==> src/rtl/mem_arb_pkg.sv <==
// Shared types and widths for the memory port arbiter.
package mem_arb_pkg;

   localparam int unsigned NUM_CLIENTS = 3;
   localparam int unsigned RUN_W       = 4;
   localparam int unsigned TMO_W       = 8;

   typedef enum logic [1:0] {
      ST_IDLE  = 2'd0,
      ST_ISSUE = 2'd1,
      ST_WAIT  = 2'd2,
      ST_RESP  = 2'd3
   } state_t;

   typedef enum logic [1:0] {
      CLI_CHR  = 2'd0,
      CLI_PRG  = 2'd1,
      CLI_WRAM = 2'd2
   } client_t;

   // One-hot grant to client id; an empty grant maps to CHR and is never used.
   function automatic client_t grant_to_client(input logic [NUM_CLIENTS-1:0] grant);
      client_t c;
      c = CLI_CHR;
      if (grant[1]) c = CLI_PRG;
      else if (grant[2]) c = CLI_WRAM;
      return c;
   endfunction

endpackage

==> src/rtl/mem_arb_select.sv <==
// Combinational winner selection: CHR priority with run limit, PRG/WRAM round-robin.
module mem_arb_select
   import mem_arb_pkg::*;
#(
   parameter int unsigned CHR_MAX_RUN = 4
) (
   input  logic [NUM_CLIENTS-1:0] req,
   input  logic [RUN_W-1:0]       run_cnt,
   input  client_t                rr_ptr,
   output logic [NUM_CLIENTS-1:0] grant_c
);

   logic others_c;
   logic chr_ok_c;

   assign others_c = req[1] | req[2];
   // CHR is only masked when it has used up its run and someone else is waiting.
   assign chr_ok_c = req[0] & (~others_c | (run_cnt < RUN_W'(CHR_MAX_RUN)));

   // Pick exactly one winner, or none.
   always_comb begin
      grant_c = '0;
      if (chr_ok_c) begin
         grant_c = 3'b001;
      end else if (req[1] && req[2]) begin
         grant_c = (rr_ptr == CLI_WRAM) ? 3'b100 : 3'b010;
      end else if (req[1]) begin
         grant_c = 3'b010;
      end else if (req[2]) begin
         grant_c = 3'b100;
      end
   end

endmodule

==> src/rtl/mem_port_arbiter.sv <==
// Shares one memory-controller port between CHR, PRG and WRAM requesters.
module mem_port_arbiter
   import mem_arb_pkg::*;
#(
   parameter int unsigned ADDR_W      = 23,
   parameter int unsigned DATA_W      = 16,
   parameter int unsigned CHR_MAX_RUN = 4,
   parameter int unsigned TIMEOUT     = 255
) (
   input  logic              clk_mem,
   input  logic              rst,
   input  logic              chr_req,
   input  logic [ADDR_W-1:0] chr_addr,
   output logic              chr_done,
   output logic [DATA_W-1:0] chr_rdata,
   input  logic              prg_req,
   input  logic [ADDR_W-1:0] prg_addr,
   output logic              prg_done,
   output logic [DATA_W-1:0] prg_rdata,
   input  logic              wram_req,
   input  logic              wram_wren,
   input  logic [ADDR_W-1:0] wram_addr,
   input  logic [DATA_W-1:0] wram_wdata,
   output logic              wram_done,
   output logic [DATA_W-1:0] wram_rdata,
   output logic              err,
   output logic              busy,
   output logic [ADDR_W-1:0] mem_address,
   output logic [DATA_W-1:0] mem_to_mem,
   output logic              mem_wren,
   output logic              mem_req,
   input  logic [DATA_W-1:0] mem_from_mem,
   input  logic              mem_ready
);

   state_t                 state_q, state_d;
   client_t                owner_q, owner_d;
   client_t                rr_q, rr_d;
   logic [RUN_W-1:0]       run_q, run_d;
   logic [TMO_W-1:0]       tmo_q, tmo_d;
   logic [ADDR_W-1:0]      mem_address_q, mem_address_d;
   logic [DATA_W-1:0]      mem_to_mem_q, mem_to_mem_d;
   logic                   mem_wren_q, mem_wren_d;
   logic                   mem_req_q, mem_req_d;
   logic                   busy_q, busy_d;
   logic                   err_q, err_d;
   logic [NUM_CLIENTS-1:0] done_q, done_d;
   logic [DATA_W-1:0]      chr_rdata_q, chr_rdata_d;
   logic [DATA_W-1:0]      prg_rdata_q, prg_rdata_d;
   logic [DATA_W-1:0]      wram_rdata_q, wram_rdata_d;
   logic [NUM_CLIENTS-1:0] grant_c;

   mem_arb_select #(
      .CHR_MAX_RUN (CHR_MAX_RUN)
   ) u_select (
      .req     ({wram_req, prg_req, chr_req}),
      .run_cnt (run_q),
      .rr_ptr  (rr_q),
      .grant_c (grant_c)
   );

   // Next-state, latching and pulse generation.
   always_comb begin
      state_d       = state_q;
      owner_d       = owner_q;
      rr_d          = rr_q;
      run_d         = run_q;
      tmo_d         = tmo_q;
      mem_address_d = mem_address_q;
      mem_to_mem_d  = mem_to_mem_q;
      mem_wren_d    = mem_wren_q;
      chr_rdata_d   = chr_rdata_q;
      prg_rdata_d   = prg_rdata_q;
      wram_rdata_d  = wram_rdata_q;
      mem_req_d     = 1'b0;
      err_d         = 1'b0;
      done_d        = '0;
      busy_d        = 1'b0;

      case (state_q)
         ST_IDLE: begin
            if (|grant_c) begin
               state_d   = ST_ISSUE;
               mem_req_d = 1'b1;
               owner_d   = grant_to_client(grant_c);
               if (grant_c[0]) begin
                  mem_address_d = chr_addr;
                  mem_to_mem_d  = '0;
                  mem_wren_d    = 1'b0;
                  run_d         = (prg_req | wram_req) ? run_q + RUN_W'(1) : '0;
               end else if (grant_c[1]) begin
                  mem_address_d = prg_addr;
                  mem_to_mem_d  = '0;
                  mem_wren_d    = 1'b0;
                  run_d         = '0;
                  rr_d          = CLI_WRAM;
               end else begin
                  mem_address_d = wram_addr;
                  mem_to_mem_d  = wram_wdata;
                  mem_wren_d    = wram_wren;
                  run_d         = '0;
                  rr_d          = CLI_PRG;
               end
            end
         end
         ST_ISSUE: begin
            state_d = ST_WAIT;
            tmo_d   = '0;
         end
         ST_WAIT: begin
            if (mem_ready) begin
               state_d = ST_RESP;
               done_d  = NUM_CLIENTS'(1) << owner_q;
               if (!mem_wren_q) begin
                  case (owner_q)
                     CLI_CHR:  chr_rdata_d  = mem_from_mem;
                     CLI_PRG:  prg_rdata_d  = mem_from_mem;
                     CLI_WRAM: wram_rdata_d = mem_from_mem;
                     default:  ;
                  endcase
               end
            end else if (tmo_q == TMO_W'(TIMEOUT - 1)) begin
               state_d = ST_RESP;
               done_d  = NUM_CLIENTS'(1) << owner_q;
               err_d   = 1'b1;
            end else begin
               tmo_d = tmo_q + TMO_W'(1);
            end
         end
         ST_RESP: begin
            state_d = ST_IDLE;
         end
         default: begin
            state_d = ST_IDLE;
         end
      endcase

      busy_d = (state_d != ST_IDLE);
   end

   // State and output registers, synchronous reset.
   always_ff @(posedge clk_mem) begin
      if (rst) begin
         state_q       <= ST_IDLE;
         owner_q       <= CLI_CHR;
         rr_q          <= CLI_PRG;
         run_q         <= '0;
         tmo_q         <= '0;
         mem_address_q <= '0;
         mem_to_mem_q  <= '0;
         mem_wren_q    <= 1'b0;
         mem_req_q     <= 1'b0;
         busy_q        <= 1'b0;
         err_q         <= 1'b0;
         done_q        <= '0;
         chr_rdata_q   <= '0;
         prg_rdata_q   <= '0;
         wram_rdata_q  <= '0;
      end else begin
         state_q       <= state_d;
         owner_q       <= owner_d;
         rr_q          <= rr_d;
         run_q         <= run_d;
         tmo_q         <= tmo_d;
         mem_address_q <= mem_address_d;
         mem_to_mem_q  <= mem_to_mem_d;
         mem_wren_q    <= mem_wren_d;
         mem_req_q     <= mem_req_d;
         busy_q        <= busy_d;
         err_q         <= err_d;
         done_q        <= done_d;
         chr_rdata_q   <= chr_rdata_d;
         prg_rdata_q   <= prg_rdata_d;
         wram_rdata_q  <= wram_rdata_d;
      end
   end

   assign chr_done    = done_q[0];
   assign prg_done    = done_q[1];
   assign wram_done   = done_q[2];
   assign chr_rdata   = chr_rdata_q;
   assign prg_rdata   = prg_rdata_q;
   assign wram_rdata  = wram_rdata_q;
   assign err         = err_q;
   assign busy        = busy_q;
   assign mem_address = mem_address_q;
   assign mem_to_mem  = mem_to_mem_q;
   assign mem_wren    = mem_wren_q;
   assign mem_req     = mem_req_q;

endmodule

==> config.mk <==
export PLATFORM = sky130hd
export DESIGN_NAME = mem_port_arbiter
export DESIGN_NICKNAME = d
export VERILOG_FILES = /design/src/rtl/mem_arb_pkg.sv /design/src/rtl/mem_arb_select.sv /design/src/rtl/mem_port_arbiter.sv
export SDC_FILE = /design/constraint.sdc
export NUM_CORES = 1
export LEC_CHECK = 0
export ABC_CLOCK_PERIOD_IN_PS = 2700
export BUFFER_PORTS_ARGS = -buffer_cell sky130_fd_sc_hd__buf_2
export CAP_MARGIN = 10
export CORE_MARGIN = 2
export CORE_UTILIZATION = 30
export CTS_CLUSTER_DIAMETER = 200
export CTS_CLUSTER_SIZE = 25
export DETAILED_ROUTE_END_ITERATION = 10
export PLACE_DENSITY = 0.57
export SYNTH_ARGS = -nofsm -noshare
export SYNTH_HDL_FRONTEND = slang
export SYNTH_SLANG_ARGS = --single-unit
==> constraint.sdc <==
create_clock -name clk_mem -period 2.7 [get_ports clk_mem]
set_input_delay 0.135 -clock clk_mem [delete_from_list [all_inputs] [get_ports clk_mem]]
set_output_delay 0.135 -clock clk_mem [all_outputs]
set_load 0.01 [all_outputs]
# Word-level counts from Yosys, hierarchy flattened
# Cells that the tools add are included.
# word_totals
inputBits,108
out_inout_bits,94
register_bits,112
word_cells,78
# op_classes
eq_ne,9
mux,27
shifts,1
reduce_logical,15
magnitude_cmp,1
add_sub_neg,2
bitwise_logic,8
# ops
operator,n
two-way mux 23 bit,2
two-way mux 16 bit,2
two-way mux 3 bit,7
two-way mux 8 bit,2
case mux 8 bit (2 select lines),1
two-way mux 2 bit,6
AND reduction 4 bit,3
"adder 8 x 1 -> 8 bit, second input constant",1
"equality test 2 bit, second input constant",4
"equality test 8 bit, second input constant",1
two-way mux 4 bit,2
case mux 2 bit (4 select lines),1
AND reduction 3 bit,2
OR reduction 3 bit,2
inverter 1 bit,5
"adder 4 x 1 -> 4 bit, second input constant",1
"equality test 2 x 1 -> 1 bit, second input constant",2
zero test 2 bit,2
"< comparator 4 x 3 -> 1 bit, second input constant",1
two-way mux 1 bit,4
"inequality test 2 bit, second input constant",2
nonzero test 2 bit,2
OR reduction 2 bit,2
"<< shifter 1 x 2 -> 3 bit, first input constant",1
4 further kinds,5

# Logic depth before layout (Yosys ltp)
# Gate-level depths: netlist of the first run.
# depth
word_depth,9
depth_mapped,8
mapped_depth_nobuf,6

# Cells and area by module
# From an unflattened synthesis of the first run, not the netlist that was laid out.
# hier_totals
hier_cells,583
hier_area_um2,4684.5
# modules_own_cells
mod,instances,area_per_inst_um2,cells_each,seq_area_each_um2
mem_port_arbiter,1,4616.9,573,2242.2
mem_arb_select,1,67.6,10,0.0

# Least setup slack after synthesis of the first run
# No wires, ideal clock.
# synth_path
path_kind,register -> register
from,register state_q[0]
to,register wram_rdata_q[5] (netlist: wram_rdata[5])
t_arrival_ns,1.677
stages_incl_launch_ff,9
period_less_slack_ns,1.809
slack_ns,0.891
n_path_buf,2
t_required_ns,2.568
setup_time_ns,0.132
path_cell_list,dfxtp_1 -> inv_1 -> ha_1 -> nand2_4 -> or4b_1 -> buf_2 -> buf_6 -> nand2_2 -> a21oi_1
# synth_between
elab_chain_cells,2
# synth_lines
item,line_no,source
start: declaration,mem_port_arbiter.sv:36,"state_t state_q, state_d;"
start signal: assignment,mem_port_arbiter.sv:160,state_q <= state_d;
equality test 2 bit,mem_port_arbiter.sv:80,case (state_q)
AND reduction 4 bit (no line),n/a,
end signal: assignment,mem_port_arbiter.sv:174,wram_rdata_q <= wram_rdata_d;
end: declaration,mem_port_arbiter.sv:50,"logic [DATA_W-1:0] wram_rdata_q, wram_rdata_d;"
# Every way passes these cells.
# A chain may end at the register's enable or synchronous reset.

# Worst setup path in the final report of the first run
# layout_path
from,register state_q[0]
to,register wram_rdata_q[6] (netlist: wram_rdata[6])
# Same word-level chain as after synthesis.

==> out/metrics.cfg, run 1 <==
[power_and_ir_drop]
p_leak_nw = 2.70
powerDensity_nw_per_um2 = 704
vdd_drop_max_mv = 0.341

[die]
start_util_pct = 30.6
die_h_um = 128
fp.coreArea_um2 = 15100
dieArea_um2 = 16400
die_x_um = 128
pin_count = 202
fp-row-count = 45

[routing]
viasPerCell = 5.02
postRouteAntennaNets = 0
drt_wl_total_um = 14100
drt_iter0_markers = 203
dr.pass1.iters = 4
post-route-drc-count = 0
wl_per_cell_um = 15.4
vias = 4615

[cells_and_area]
antennaDiodeCount = 0
final_layout_size_suffix_gt1_share_pct = 33.4
layout.nets = 841
fillers = 1526
final_util_pct = 41.3
area_delta_synth_final_pct = 35.0
final_cell_area_um2 = 6230

[timing]
rsz0062_at_grt = false
hold_viol_final = 0
fin_crit_sh_pct = 80.2
maxSlewViolCount = 0
finalCriticalPeriod_ns = 2.16
slew_headroom_pct = 37.9
max_freq_mhz = 462
tightest_slew_ns = 0.924
finClkSkew_ns = 0.00859
finalSetupTns_ns = 0
finalSetupViolations = 0

[synthesis]
avgSynthCellArea_um2 = 8.77
synth.area.top_cells = dfxtp_1 49%, nand2_1 7.7%, a21oi_1 6.2%
synth_common_cells = 112 x dfxtp_1, 95 x nand2_1, 57 x a21oi_1, 51 x o21ai_0, 27 x nand3b_1
synth_nets = 641
synth_top_area_cell = dfxtp_1
dominantRegCellSynth = dfxtp_1
ys_ff_latch = 112
ys_types = 50
synth.most_common_cell = dfxtp_1
syn_inst = 526
async_flop_share_pct = 0
ys_seq_area_share_pct = 48.6
synth_top_area_share_pct = 48.6
synth_edf_count = 0
synthesis.area_um2 = 4610
synth-warning-count = 0

[placement]
place_area_um2 = 5750
gp_congestion = 0.799
numPortBuffers = 201
dp_hpwl_um = 10100

[cts]
htree_levels = 3
numCtsBuffers = 9
cts.sinks = 112
cts-root-buf = clkbuf_16
worstSkewPairLatency_ns = 0.36
ctsResizeCount = 0
path_clk_slew_ns = 0.07
cts_buffer_depth = 2
cts_tree = built

[flow_run]
cap_violations = 0

[critical_path]
reg2reg_depth = 6
start_kind = flip-flop
cp.required_ns = 2.92
crit_type = reg2reg
end_kind = flip-flop
arrival_ns = 2.39
path_max_fanout = 16

[global_route]
track_usage_pct = 17.4
grt_pass1_wl_um = 22600
grt_pass1_vias = 4604
grt_max_degree = 50
antenna_found_initial = 0
grt_overflow = 0

[status]
status = completed

[hold_path]
hold_depth = 3
hold_class = in2reg

cell usage in the layout, fill, tap and decap left out, types with 2 or more instances in the layout:
cell type and n:
nand3b_1 27, xnor2_1 3, buf_2 201, a211oi_1 23, clkinvlp_4 2, a22o_1 17
and3_1 26, nor2_1 7, buf_4 8, dfxtp_1 112, nand2_2 10, a21o_1 3
a21oi_1 57, o31ai_1 3, nand3_1 2, nand2_1 95, dlygate4sd3_1 17, or4_1 2
ha_1 7, inv_1 4, or3_1 6, or2_2 2, nand4_1 3, o21ai_0 51
clkbuf_16 9, and2_1 4
cell families after synthesis:
family / synth area share, %
buf+inv: 4.01
flops: 48.6
xor+xnor: 0.759
compound gates: 21.3
fa+ha+maj: 1.90
simple gates: 23.4
metal layers:
metal / up-vias / GRT usage, % / share of wire, %
met2: 181 / 29.5 / 47
met4: 0 / 7.30 / 2.8
met3: 30 / 5.22 / 7.9
met1: 2142 / 20.5 / 42
met5: - / 0 / 0
li1: 2262 / - / -
power breakdown:
group	total (W)	switching, W	internal (W)	leakage (nW)
registers	0.00197	0.000118	0.00185	0.911
logic	0.00104	0.000619	0.000418	1.64
clock network	0.00138	0.000633	0.000749	0.145
sequential cells by signal, indices dropped and copies added, names as in the netlist:
| register | cells |
|---|---|
| prg_rdata | 16 |
| mem_to_mem | 16 |
| rr_q | 2 |
| tmo_q | 8 |
| run_q | 4 |
| mem_address | 23 |
| busy | 1 |
| mem_req | 1 |
| state_q | 2 |
| mem_wren | 1 |
| owner_q | 2 |
| err | 1 |
| chr_rdata | 16 |
| done_q | 3 |
| wram_rdata | 16 |
final timing paths:
check | startpoint | endpoint | slack, ns
worst min-delay path | mem_from_mem[5] | prg_rdata[5]$_SDFFE_PP0P_ | 0.04
worst max-delay path | state_q[0]$_SDFF_PP0_ | wram_rdata[6]$_SDFFE_PP0P_ | 0.54
worst min register to register | chr_rdata[11]$_SDFFE_PP0P_ | chr_rdata[11]$_SDFFE_PP0P_ | 0.45
worst max register to register | state_q[0]$_SDFF_PP0_ | wram_rdata[6]$_SDFFE_PP0P_ | 0.54
critical path: stages, from the launching register on:
cell	delay, ns
dfxtp_1	0.33
inv_1	0.11
ha_1	0.32
nand2_4	0.15
or4b_1	0.86
nand2_2	0.18
a21oi_1	0.09
area by class of cell:
| class | instances | area, um2 | area share [%] |
|---|---|---|---|
| sequential | 112 | 2240 | 36.0 |
| timing repair buffer | 226 | 1240 | 19.8 |
| inverter | 4 | 15.0 | 0.241 |
| tap | 188 | 235 | 3.78 |
| clock inverter | 6 | 67.6 | 1.08 |
| multi-input combinational | 373 | 2200 | 35.2 |
| clock buffer | 10 | 239 | 3.84 |
what timing repair did:
action	CTS	global route
hold buffers	17	0
endpoints found under the hold margin	17	0
setup buffers	0	0
stage by stage:
step / hold WS [ns] / instances / setup slack, ns / total power (W)
after global placement: 0.345 / 886 / 0.602 / 0.00300
after floorplan: 0.211 / 526 / 0.891 / 0.00260
final: 0.0382 / 919 / 0.535 / 0.00439
after detailed placement: 0.350 / 886 / 0.522 / 0.00303
after CTS: 0.0275 / 919 / 0.503 / 0.00444
after global routing: 0.0303 / 919 / 0.362 / 0.00464
(Power assumes the default switching activity.)
==> run 2: changes to the inputs <==
- ABC_CLOCK_PERIOD_IN_PS: 2700 -> 2150
- clock period: 2.7 -> 2.15 ns (I/O delays scaled with it)
==> out/metrics.cfg, run 2 (same netlist as run 1, synthesis figures left out) <==
[critical_path]
start_kind = flip-flop  ; unchanged
crit_type = reg2reg  ; unchanged
end_kind = flip-flop  ; unchanged
cp.required_ns = 2.37  ; was 2.92 ns
path_max_fanout = 10  ; was 16
arrival_ns = 2.15  ; was 2.39 ns
reg2reg_depth = 7  ; was 6
r2r_slack_ns = 0.21  ; was 0.54 ns
r2r-end = wram_rdata[5]$_SDFFE_PP0P_  ; was wram_rdata[6]$_SDFFE_PP0P_
r2r-start = state_q[0]$_SDFF_PP0_  ; unchanged

[timing]
finalSetupTns_ns = 0  ; unchanged
tightest_slew_ns = 0.735  ; was 0.924 ns
slew_headroom_pct = 50.9  ; was 37.9%
maxSlewViolCount = 0  ; unchanged
finalSetupViolations = 0  ; unchanged
finClkSkew_ns = 0.00867  ; was 0.00859 ns
finalCriticalPeriod_ns = 1.94  ; was 2.16 ns
rsz0062_at_grt = false  ; unchanged
fin_crit_sh_pct = 90.0  ; was 80.2%
max_freq_mhz = 517  ; was 462 MHz
hold_viol_final = 0  ; unchanged

[cts]
cts-root-buf = clkbuf_16  ; unchanged
cts_tree = built  ; unchanged
cts_buffer_depth = 2  ; unchanged
postCtsSetupBuffers = 0  ; unchanged
numCtsBuffers = 9  ; unchanged
htree_levels = 3  ; unchanged
path_clk_slew_ns = 0.08  ; was 0.07 ns
cts.sinks = 112  ; unchanged
worstSkewPairLatency_ns = 0.36  ; about the same

[hold_path]
hold_class = in2reg  ; unchanged
worstHoldEndpoint = prg_rdata[15]$_SDFFE_PP0P_  ; was prg_rdata[5]$_SDFFE_PP0P_
min_from = mem_from_mem[15]  ; was mem_from_mem[5]
hold_depth = 3  ; unchanged

[cells_and_area]
multi_input_area_um2 = 2200  ; unchanged
final_common_cell = buf_2  ; unchanged
final_layout_size_suffix_gt1_share_pct = 34.1  ; was 33.4%
final_cell_area_um2 = 6280  ; was 6230 um2
layout.nets = 849  ; was 841
most-common-layout-cells = 201 x buf_2, 112 x dfxtp_1, 95 x nand2_1  ; unchanged
largest_register_ff_count = 23  ; unchanged
area_delta_synth_final_pct = 36.1  ; was 35.0%
regArea_um2 = 2240  ; unchanged
fillers = 1559  ; was 1526
antennaDiodeCount = 0  ; unchanged

[die]
die_h_um = 128  ; unchanged
fp.coreArea_um2 = 15100  ; unchanged
pin_count = 202  ; unchanged
start_util_pct = 30.6  ; unchanged
die_x_um = 128  ; unchanged
fp-row-count = 45  ; unchanged
dieArea_um2 = 16400  ; unchanged

[routing]
drt_wl_total_um = 14000  ; was 14100 um
drt_iter0_markers = 210  ; was 203
viasPerCell = 5.00  ; was 5.02
wl_per_cell_um = 15.1  ; was 15.4 um
post-route-drc-count = 0  ; unchanged
postRouteAntennaNets = 0  ; unchanged
dr.pass1.iters = 4  ; unchanged
vias = 4637  ; was 4615

[global_route]
grt_max_degree = 55  ; was 50
grt_pass1_wl_um = 22400  ; was 22600 um
antenna_found_initial = 0  ; unchanged
grt_overflow = 0  ; unchanged
track_usage_pct = 17.2  ; was 17.4%
grt_pass1_vias = 4556  ; was 4604

[placement]
dp_hpwl_um = 10000  ; was 10100 um
gp_congestion = 0.795  ; was 0.799
numPortBuffers = 201  ; unchanged
place_area_um2 = 5810  ; was 5750 um2

[status]
status = completed  ; unchanged

[power_and_ir_drop]
powerDensity_nw_per_um2 = 871  ; was 704 nW/um2
vdd_drop_max_mv = 0.382  ; was 0.341 mV
p_leak_nw = 2.74  ; was 2.70 nW

[flow_run]
cap_violations = 0  ; unchanged

[run 2: final cells by class]
class                   instances  share of cell area, %
clock inverters                 6                  0.936
well taps                     188                   3.74
inverters                       4                  0.239
clock buffers                  10                   3.80
multi-input cells             373                   35.0
repair buffers                234                   20.6
flip-flops and latches        112                   35.7
[run 2: power breakdown]
| part | switching, W | internal [W] | leakage (nW) |
|---|---|---|---|
| Sequential | 0.000142 | 0.00232 | 0.911 |
| Combinational | 0.000784 | 0.000537 | 1.68 |
| Clock | 0.000839 | 0.000851 | 0.145 |
| Total | 0.00176 | 0.00371 | 2.74 |
[run 2: metal layers]
layer  part of all wire (%)  up-vias  track usage (%)
li1                       -     2278                -
met1                     43     2163             20.7
met2                     48      172             29.7
met3                    7.3       24             4.63
met4                    2.1        0             6.14
met5                      0        -                0
[run 2: repair_timing]
action / in CTS / in global routing
gates resized for setup: 0 / 0
hold buffers: 17 / 0
endpoints found under the hold margin: 17 / 0
setup endpoints to repair: 0 / 0
[run 2: worst max-delay path, stage by stage (launching register included)]
cell and delay [ns]:
dfxtp_1 0.34, inv_1 0.12, ha_1 0.34, nand2_4 0.15
or4b_1 0.51, buf_4 0.21, nand2_2 0.07, a21oi_1 0.06
[run 2: stage by stage]
step / worst slack [ns] / util [%] / instances / hold WS [ns] / total power [W]
3_5_place_dp: 0.219 / 38.5 / 894 / 0.324 / 0.00381
5_1_grt: 0.0461 / 41.6 / 927 / 0.00820 / 0.00582
3_3_place_gp: 0.301 / 38.5 / 894 / 0.319 / 0.00378
4_1_cts: 0.215 / 41.6 / 927 / 0.00150 / 0.00555
2_1_floorplan: 0.341 / - / 526 / 0.183 / 0.00326
6_report: 0.214 / 41.6 / 927 / 0.0133 / 0.00547
[run 2: worst max path at each step]
stage / from / end / slack (ns) / cells past startpoint
2_1_floorplan: state_q[0]$_SDFF_PP0_ / wram_rdata[5]$_SDFFE_PP0P_ / 0.34 / 8
3_3_place_gp: state_q[0]$_SDFF_PP0_ / wram_rdata[13]$_SDFFE_PP0P_ / 0.30 / 7
3_5_place_dp: state_q[0]$_SDFF_PP0_ / wram_rdata[12]$_SDFFE_PP0P_ / 0.22 / 7
4_1_cts: state_q[0]$_SDFF_PP0_ / wram_rdata[5]$_SDFFE_PP0P_ / 0.22 / 7
5_1_grt: state_q[0]$_SDFF_PP0_ / wram_rdata[11]$_SDFFE_PP0P_ / 0.05 / 7
6_report: state_q[0]$_SDFF_PP0_ / wram_rdata[5]$_SDFFE_PP0P_ / 0.21 / 7
